$ cat config.mk
export PLATFORM = sky130hd
export DESIGN_NAME = ssd_scan_mux
export DESIGN_NICKNAME = d
export VERILOG_FILES = /design/src/rtl/ssd_scan_mux_pkg.sv /design/src/rtl/ssd_tick_gen.sv /design/src/rtl/ssd_scan_mux.sv
export SDC_FILE = /design/constraint.sdc
export NUM_CORES = 1
export LEC_CHECK = 0
export ABC_CLOCK_PERIOD_IN_PS = 2550
export CAP_MARGIN = 20
export CORE_MARGIN = 2
export CORE_UTILIZATION = 40
export CTS_CLUSTER_DIAMETER = 200
export CTS_CLUSTER_SIZE = 8
export DETAILED_ROUTE_END_ITERATION = 8
export DONT_BUFFER_PORTS = 1
export GPL_TIMING_DRIVEN = 0
export MAX_ROUTING_LAYER = met4
export PLACE_DENSITY = 0.59
export SLEW_MARGIN = 20
export SYNTH_ARGS = -nofsm -noshare
export SYNTH_HDL_FRONTEND = slang
export SYNTH_SLANG_ARGS = --single-unit
$ cat constraint.sdc
create_clock -name clk -period 2.55 [get_ports clk]
set_input_delay 0.6375 -clock clk [delete_from_list [all_inputs] [get_ports clk]]
set_output_delay 0.6375 -clock clk [all_outputs]
set_load 0.01 [all_outputs]
$ cat src/rtl/ssd_scan_mux_pkg.sv
// Package: ssd_scan_mux_pkg
// Purpose: shared constants, types and the leading-zero blanking rule used by the
//          4-digit seven-segment scanner and anything else that decodes its nibbles.
// Contents:
//   NUM_DIGITS  number of multiplexed digits
//   DIGIT_W     bits per digit nibble
//   AN_OFF      anode pattern with every digit dark (anodes are active low)
//   digit_idx_t digit index type
//   nibble_t    one digit's value
//   frame_t     all digits of one displayed value
//   is_blanked  leading-zero blanking test for one digit
package ssd_scan_mux_pkg;

  localparam int NUM_DIGITS = 4;
  localparam int DIGIT_W    = 4;
  localparam logic [NUM_DIGITS-1:0] AN_OFF = 4'b1111;

  typedef logic [$clog2(NUM_DIGITS)-1:0]  digit_idx_t;
  typedef logic [DIGIT_W-1:0]             nibble_t;
  typedef logic [NUM_DIGITS*DIGIT_W-1:0]  frame_t;

  // A digit is blanked when blanking is on, it is not digit 0, and it and
  // every more significant digit are zero. Shifting the frame right by the
  // digit's bit offset leaves exactly those digits; {k, 2'b00} is k*DIGIT_W.
  function automatic logic is_blanked(input frame_t shadow,
                                      input digit_idx_t k,
                                      input logic blz);
    return blz && (k != '0) && ((shadow >> {k, 2'b00}) == '0);
  endfunction

endpackage

$ cat src/rtl/ssd_tick_gen.sv
// Module: ssd_tick_gen
// Purpose: slot counter for the display scanner. Counts clk cycles within one
//          digit slot and flags the last cycle of the slot.
// Ports:
//   clk   in  1  system clock, rising edge
//   rst   in  1  synchronous reset, active high
//   en    in  1  1 = count; 0 = hold the count and suppress tick
//   tick  out 1  high on the last cycle of a slot while enabled (combinational)
module ssd_tick_gen #(
  parameter int REFRESH_DIV = 100000,
  parameter int CNT_W       = 17
) (
  input  logic clk,
  input  logic rst,
  input  logic en,
  output logic tick
);

  logic [CNT_W-1:0] cnt;

  assign tick = en && (cnt == CNT_W'(REFRESH_DIV - 1));

  // Counter restarts on the slot's last cycle and freezes while disabled so a
  // paused slot resumes with its remaining time.
  always_ff @(posedge clk) begin
    if (rst) begin
      cnt <= '0;
    end else if (tick) begin
      cnt <= '0;
    end else if (en) begin
      cnt <= cnt + 1'b1;
    end
  end

endmodule

$ cat src/rtl/ssd_scan_mux.sv
// Module: ssd_scan_mux
// Purpose: time-multiplexed 4-digit scanner. Latches a 16-bit value once per
//          frame, steps the digit index every REFRESH_DIV cycles, keeps all
//          anodes dark for GHOST_GAP cycles at the start of each slot, and
//          blanks leading zero digits on request. Q feeds the downstream
//          hex-to-segment decoder; AN goes to the board pins.
// Ports:
//   clk         in  1   system clock, rising edge
//   rst         in  1   synchronous reset, active high
//   en          in  1   1 = scan; 0 = freeze counters, all anodes off
//   blz         in  1   1 = blank leading zero digits
//   value       in  16  digit3 = [15:12] ... digit0 = [3:0], latched at frame end
//   AN          out 4   active-low anode enables, one-hot-low or 4'b1111
//   Q           out 4   nibble of the selected digit
//   frame_done  out 1   one-cycle pulse when digit 3 wraps to digit 0
module ssd_scan_mux
  import ssd_scan_mux_pkg::*;
#(
  parameter int REFRESH_DIV = 100000,
  parameter int GHOST_GAP   = 16,
  parameter int CNT_W       = 17
) (
  input  logic        clk,
  input  logic        rst,
  input  logic        en,
  input  logic        blz,
  input  logic [15:0] value,
  output logic [3:0]  AN,
  output logic [3:0]  Q,
  output logic        frame_done
);

  logic             tick;
  logic             frame_end;
  digit_idx_t       idx;
  logic [CNT_W-1:0] gap;
  frame_t           shadow;

  ssd_tick_gen #(
    .REFRESH_DIV (REFRESH_DIV),
    .CNT_W       (CNT_W)
  ) u_tick_gen (
    .clk  (clk),
    .rst  (rst),
    .en   (en),
    .tick (tick)
  );

  // The last slot of digit 3 closes the frame; only here may a new value
  // enter the display, so a frame never mixes old and new digits.
  assign frame_end = tick && (idx == digit_idx_t'(NUM_DIGITS - 1));

  // Digit index and dead-time counter. The gap reloads at each slot start and
  // drains only while scanning, so a pause keeps the remaining dead time.
  always_ff @(posedge clk) begin
    if (rst) begin
      idx <= '0;
      gap <= '0;
    end else if (tick) begin
      idx <= idx + 1'b1;
      gap <= CNT_W'(GHOST_GAP);
    end else if (en && (gap != '0)) begin
      gap <= gap - 1'b1;
    end
  end

  // Frame-level latch of the displayed value and the frame-complete pulse.
  always_ff @(posedge clk) begin
    if (rst) begin
      shadow     <= '0;
      frame_done <= 1'b0;
    end else begin
      frame_done <= frame_end;
      if (frame_end) begin
        shadow <= value;
      end
    end
  end

  // Output registers lag idx/gap/shadow by one edge, which is what places the
  // first lit cycle GHOST_GAP cycles after Q has switched to the new digit.
  always_ff @(posedge clk) begin
    if (rst) begin
      Q  <= '0;
      AN <= AN_OFF;
    end else begin
      Q <= shadow[{idx, 2'b00} +: DIGIT_W];
      if (en && (gap == '0) && !is_blanked(shadow, idx, blz)) begin
        AN <= ~(4'b0001 << idx);
      end else begin
        AN <= AN_OFF;
      end
    end
  end

endmodule
======== Word level (Yosys, flattened, before mapping) ========
Index checks and enable logic that the tools add are counted.
word-level totals
  register bits ........................... 61
  input port bits ......................... 20
  output and inout bits ................... 9
  word-level logic and storage cells ...... 35
cells by class
  $add $sub $neg .......................... 3
  equal/unequal tests ..................... 2
  shift operators ......................... 3
  mux-type cells .......................... 2
  bitwise gates (word level) .............. 2
  reduce and logical (&&, ||, !) cells .... 15
operators with widths
  operator                 number
  $add A17 B1 Y17 const B  1
  $eq A17 B17 Y1 const B   1
  $logic_not A17 Y1        1
  $reduce_bool A17 Y1      1
  $sub A17 B1 Y17 const B  1
  $logic_not A16 Y1        1
  $shiftx A16 B5 Y4        1
  $shr A16 B4 Y16          1
  $mux W5                  2
  $logic_and A1 B1 Y1      7
  $not A4 Y4               1
  $reduce_bool A2 Y1       2
  $reduce_or A2 Y1         2
  $shl A1 B2 Y4 const A    1
  $add A2 B1 Y2 const B    1
  $eq A2 B2 Y1 const B     1
  $logic_not A1 Y1         1
  $not A1 Y1               1

======== Depth between registers and ports, before layout ========
  depth in word-level cells ............... 7
  gate-level depth with buffers ........... 7
  gate-level depth less buffers ........... 6

======== Cells and area by module ========
Synthesis repeated with hierarchy kept, for this count alone.
second synthesis, totals
  cell total of the unflattened synthesis .. 315
  area, all modules ....................... 2813.9 um2
by module, submodules not included
  module        instances  cells each  area each (um2)  seq. area each (um2)
  ssd_scan_mux  1          225         1965.6           880.8
  ssd_tick_gen  1          90          848.3            340.3

======== Least setup slack after synthesis ========
No wires, ideal clock.
  path kind ............................... input-to-reg
  from .................................... in en
  to ...................................... reg gap[13]
  library setup time ...................... 71 ps
  arrival time ............................ 1960 ps
  data required time ...................... 2479 ps
  path slack .............................. 519 ps
  stages .................................. 4
  path buffers ............................ 0
  path through ............................ or4b_4 -> a211o_1 -> or4_1 -> a21oi_1
between the ends
  cells in the longest elaborated chain, start to end .. 2
  elaborated cells on any way between the ends .. 3
  those cells by class .................... 3 x reduce/logical
RTL lines
  item                               RTL line            source
  from (decl)                        ssd_scan_mux.sv:25  input logic en,
  $logic_and A1 B1 Y1                ssd_tick_gen.sv:21  assign tick = en && (cnt == CNT_W'(REFRESH_DIV - 1));
  $reduce_or A2 Y1 (no source line)  n/a
  to (signal assigned)               ssd_scan_mux.sv:61  gap <= CNT_W'(GHOST_GAP);
  to (signal assigned)               ssd_scan_mux.sv:63  gap <= gap - 1'b1;
  to (decl)                          ssd_scan_mux.sv:36  logic [CNT_W-1:0] gap;
Several ways; a longest one is shown, not always the timed one.
A chain may end at the register's enable or synchronous reset.

======== Worst setup path after layout ========
  from .................................... reg gap[0]
  to ...................................... reg AN[2]
between the ends
  cells in the longest elaborated chain, start to end .. 5
RTL lines
  item                               RTL line            source
  $logic_not A17 Y1                  ssd_scan_mux.sv:88  if (en && (gap == '0) && !is_blanked(shadow, idx, blz)) begin
  $logic_and A1 B1 Y1 (2 in a row)   ssd_scan_mux.sv:88
  $not A1 Y1 (no source line)        n/a
  $reduce_or A2 Y1 (no source line)  n/a
  to (signal assigned)               ssd_scan_mux.sv:89  AN <= ~(4'b0001 << idx);
  to (decl)                          ssd_scan_mux.sv:28  output logic [3:0] AN,
No other way between the ends.

==> flow_summary.json <==
{
  "status": "completed",
  "cp_cell_sequence": "inv_1 -> ha_1 -> nor4bb_1 -> nand3_1 -> nor3b_1 -> nand3_1",
  "place.gp.congestion": 0.806,
  "synth.area.top_cells": "dfxtp_1 43%, nand4_1 6.2%, a21oi_1 5.3%",
  "finalClockSkew_ns": 0.00787,
  "critPathArrivalTime_ns": 2.46,
  "synthToLayoutAreaGrowth_pct": 11.5,
  "setup_viol": 0,
  "fin_ws_ns": 0.292,
  "cts_resized": 0,
  "finalCritPeriodShare_pct": 88.5,
  "reg2reg_to": "AN[2]",
  "grt_pass1_vias": 2270,
  "synthFlopType": "dfxtp_1",
  "clock_path_buffers": 2,
  "p_per_area_nw_per_um2": 938,
  "layout.filler_cells": 688,
  "multiInputGateArea_um2": 1510,
  "cp_max_fo": 4,
  "peakVddDrop_uv": 451,
  "io_pins": 29,
  "netlist_instances": 321,
  "synth_nets": 347,
  "diodes": 0,
  "htree_levels": 3,
  "grt_setup_unrepaired": "false",
  "end_kind": "register",
  "cp_data_required_time_ns": 2.76,
  "worstHoldPathCells": 1,
  "timing.hold.ws_ns": 0.358,
  "grt_max_degree": 11,
  "hold_class": "input pin to register",
  "fmax_mhz": 443,
  "syn_area_um2": 2840,
  "antenna_found_initial": 0,
  "rows": 30,
  "synth-edff-count": 0,
  "grt_pass1_wl_um": 11000,
  "firstDrtPassIters": 4,
  "hpwl_um": 4740,
  "drive_gt1_share_pct": 9.20,
  "hold_buffers": 0,
  "place_ws_ns": 0.0845,
  "avgSynthCellArea_um2": 8.84,
  "drc": 0,
  "cts_inserted_buffers": 9,
  "cp-startpoint": "gap[0]",
  "drt-total-wl_um": 6580,
  "cpPeakStageDelay_ns": 0.74,
  "reg2regPathDepth": 6,
  "fp.dieW_um": 88.2,
  "crit_slowest_cell": "nor4bb_1",
  "cp_top_family": "simple AND/OR/NAND/NOR gates",
  "path_class": "register to register",
  "rrSetupSlack_ns": 0.29,
  "cts_setup_buffers": 0,
  "cts_sinks": 61,
  "drv_slew": 0,
  "num_vias": 2456,
  "ys_seq_area_share_pct": 43.1,
  "ys_async_sr_fraction_pct": 0,
  "crit_top_cell": "nand3_1",
  "worst_pin_slew_ns": 0.825,
  "wl_per_cell_um": 15.2,
  "grt-ovfl-total": 0,
  "port_buffers": 0,
  "drt_iter0_markers": 96,
  "fin_nets": 358,
  "synth_top_area_share_pct": 43.1,
  "antenna_left": 0,
  "fp.dieH_um": 88.2,
  "clock_latency_ns": 0.34,
  "fin_setup_tns_ns": 0,
  "hold_viol_final": 0,
  "initial_core_util_pct": 41.5,
  "min-delay-start": "rst",
  "p_total_mw": 2.97,
  "cts.clk_slew.worst_paths_ns": 0.07,
  "path_buf_inv": 1,
  "yosysTopAreaCell": "dfxtp_1",
  "yosysWarningCount": 0,
  "seq_area_um2": 1220,
  "ys_ff_latch": 61,
  "whs_endpoint": "Q[3]",
  "die-area_um2": 7780,
  "slew_headroom_pct": 44.3,
  "max-cap-violations": 0,
  "power_leakage_nw": 1.04,
  "reg2reg_from": "gap[0]",
  "start_kind": "register",
  "vias_per_cell": 5.67,
  "final_common_cell": "dfxtp_1",
  "period_minus_slack_ns": 2.26,
  "cts_tree": "built",
  "clock-root-buffer": "clkbuf_8",
  "core_um2": 6830,
  "grt.total_usage_pct": 18.9,
  "final_cell_mix": "61 x dfxtp_1, 30 x a21oi_1, 28 x nand4_1",
  "synth_cell_types": 43
}
==> per-layer routing <==
layer	track usage, %	up-vias	wire length, µm	part of all wire, %
met2	26.8	47	3020	46
met1	26.0	1183	3250	49
li1	-	1222	-	-
met3	6.16	4	266	4.0
met5	-	-	0	0
met4	4.68	0	48	0.73
==> through the flow <==
stage	instances	util [%]	cell area, µm²
6_report	433	46.3	3160
5_1_grt	433	46.3	3160
4_1_cts	433	46.3	3160
3_5_place_dp	417	43.3	2960
3_3_place_gp	417	43.3	2960
2_1_floorplan	321	-	2840
==> cell type report <==
type | count | share of cell area [%]
clock buffer | 11 | 4.15
multi-input combinational | 234 | 47.9
tap | 96 | 3.80
clock inverter | 5 | 2.37
inverter | 10 | 1.19
sequential | 61 | 38.6
buffer | 16 | 2.02
==> cell usage after synthesis, types with 4 or more instances <==
cell	number
nand4_1	28
a21oi_1	30
inv_1	10
and4_1	4
and2_1	4
nor2_1	26
nor4_1	7
o31ai_1	4
and3_1	4
ha_1	6
or2_2	5
nor3_1	5
xnor2_1	9
o21ai_0	24
dfxtp_1	61
nand2_1	18
or4_1	4
clkbuf_1	11
nand3_1	10
xor2_1	6
or3_1	7
mux4_2	4
==> worst max path at each step <==
stage / to / depth (start not counted) / slack [ns]
final: AN[2] / 6 / 0.29
after global routing: AN[1] / 6 / 0.01
after CTS: AN[2] / 6 / 0.28
after detailed placement: AN[1] / 5 / 0.08
after global placement: AN[2] / 5 / 0.05
after floorplan: gap[13] / 4 / 0.52
==> power breakdown <==
group	leakage, nW	total (mW)	internal (mW)	switching (mW)
clock network	0.107	0.917	0.546	0.371
registers	0.494	1.20	1.06	0.141
logic	0.439	0.845	0.349	0.496
total	1.04	2.97	1.96	1.01
==> sequential cells by signal (all words and copies together), names as in the netlist <==
register	count
AN	4
idx	2
shadow	16
u_tick_gen.cnt	17
frame_done	1
gap	17
Q	4
==> kinds of logic after synthesis <==
logic type / share of synthesized area, %
buffers and inverters: 3.57
xor gates and xnor gates: 4.63
adders and majority gates: 2.65
and+or+nand+nor: 27.6
muxes: 3.53
AOI/OAI and AO/OA: 15.0
DFF: 43.1
(Power assumes the default switching activity.)
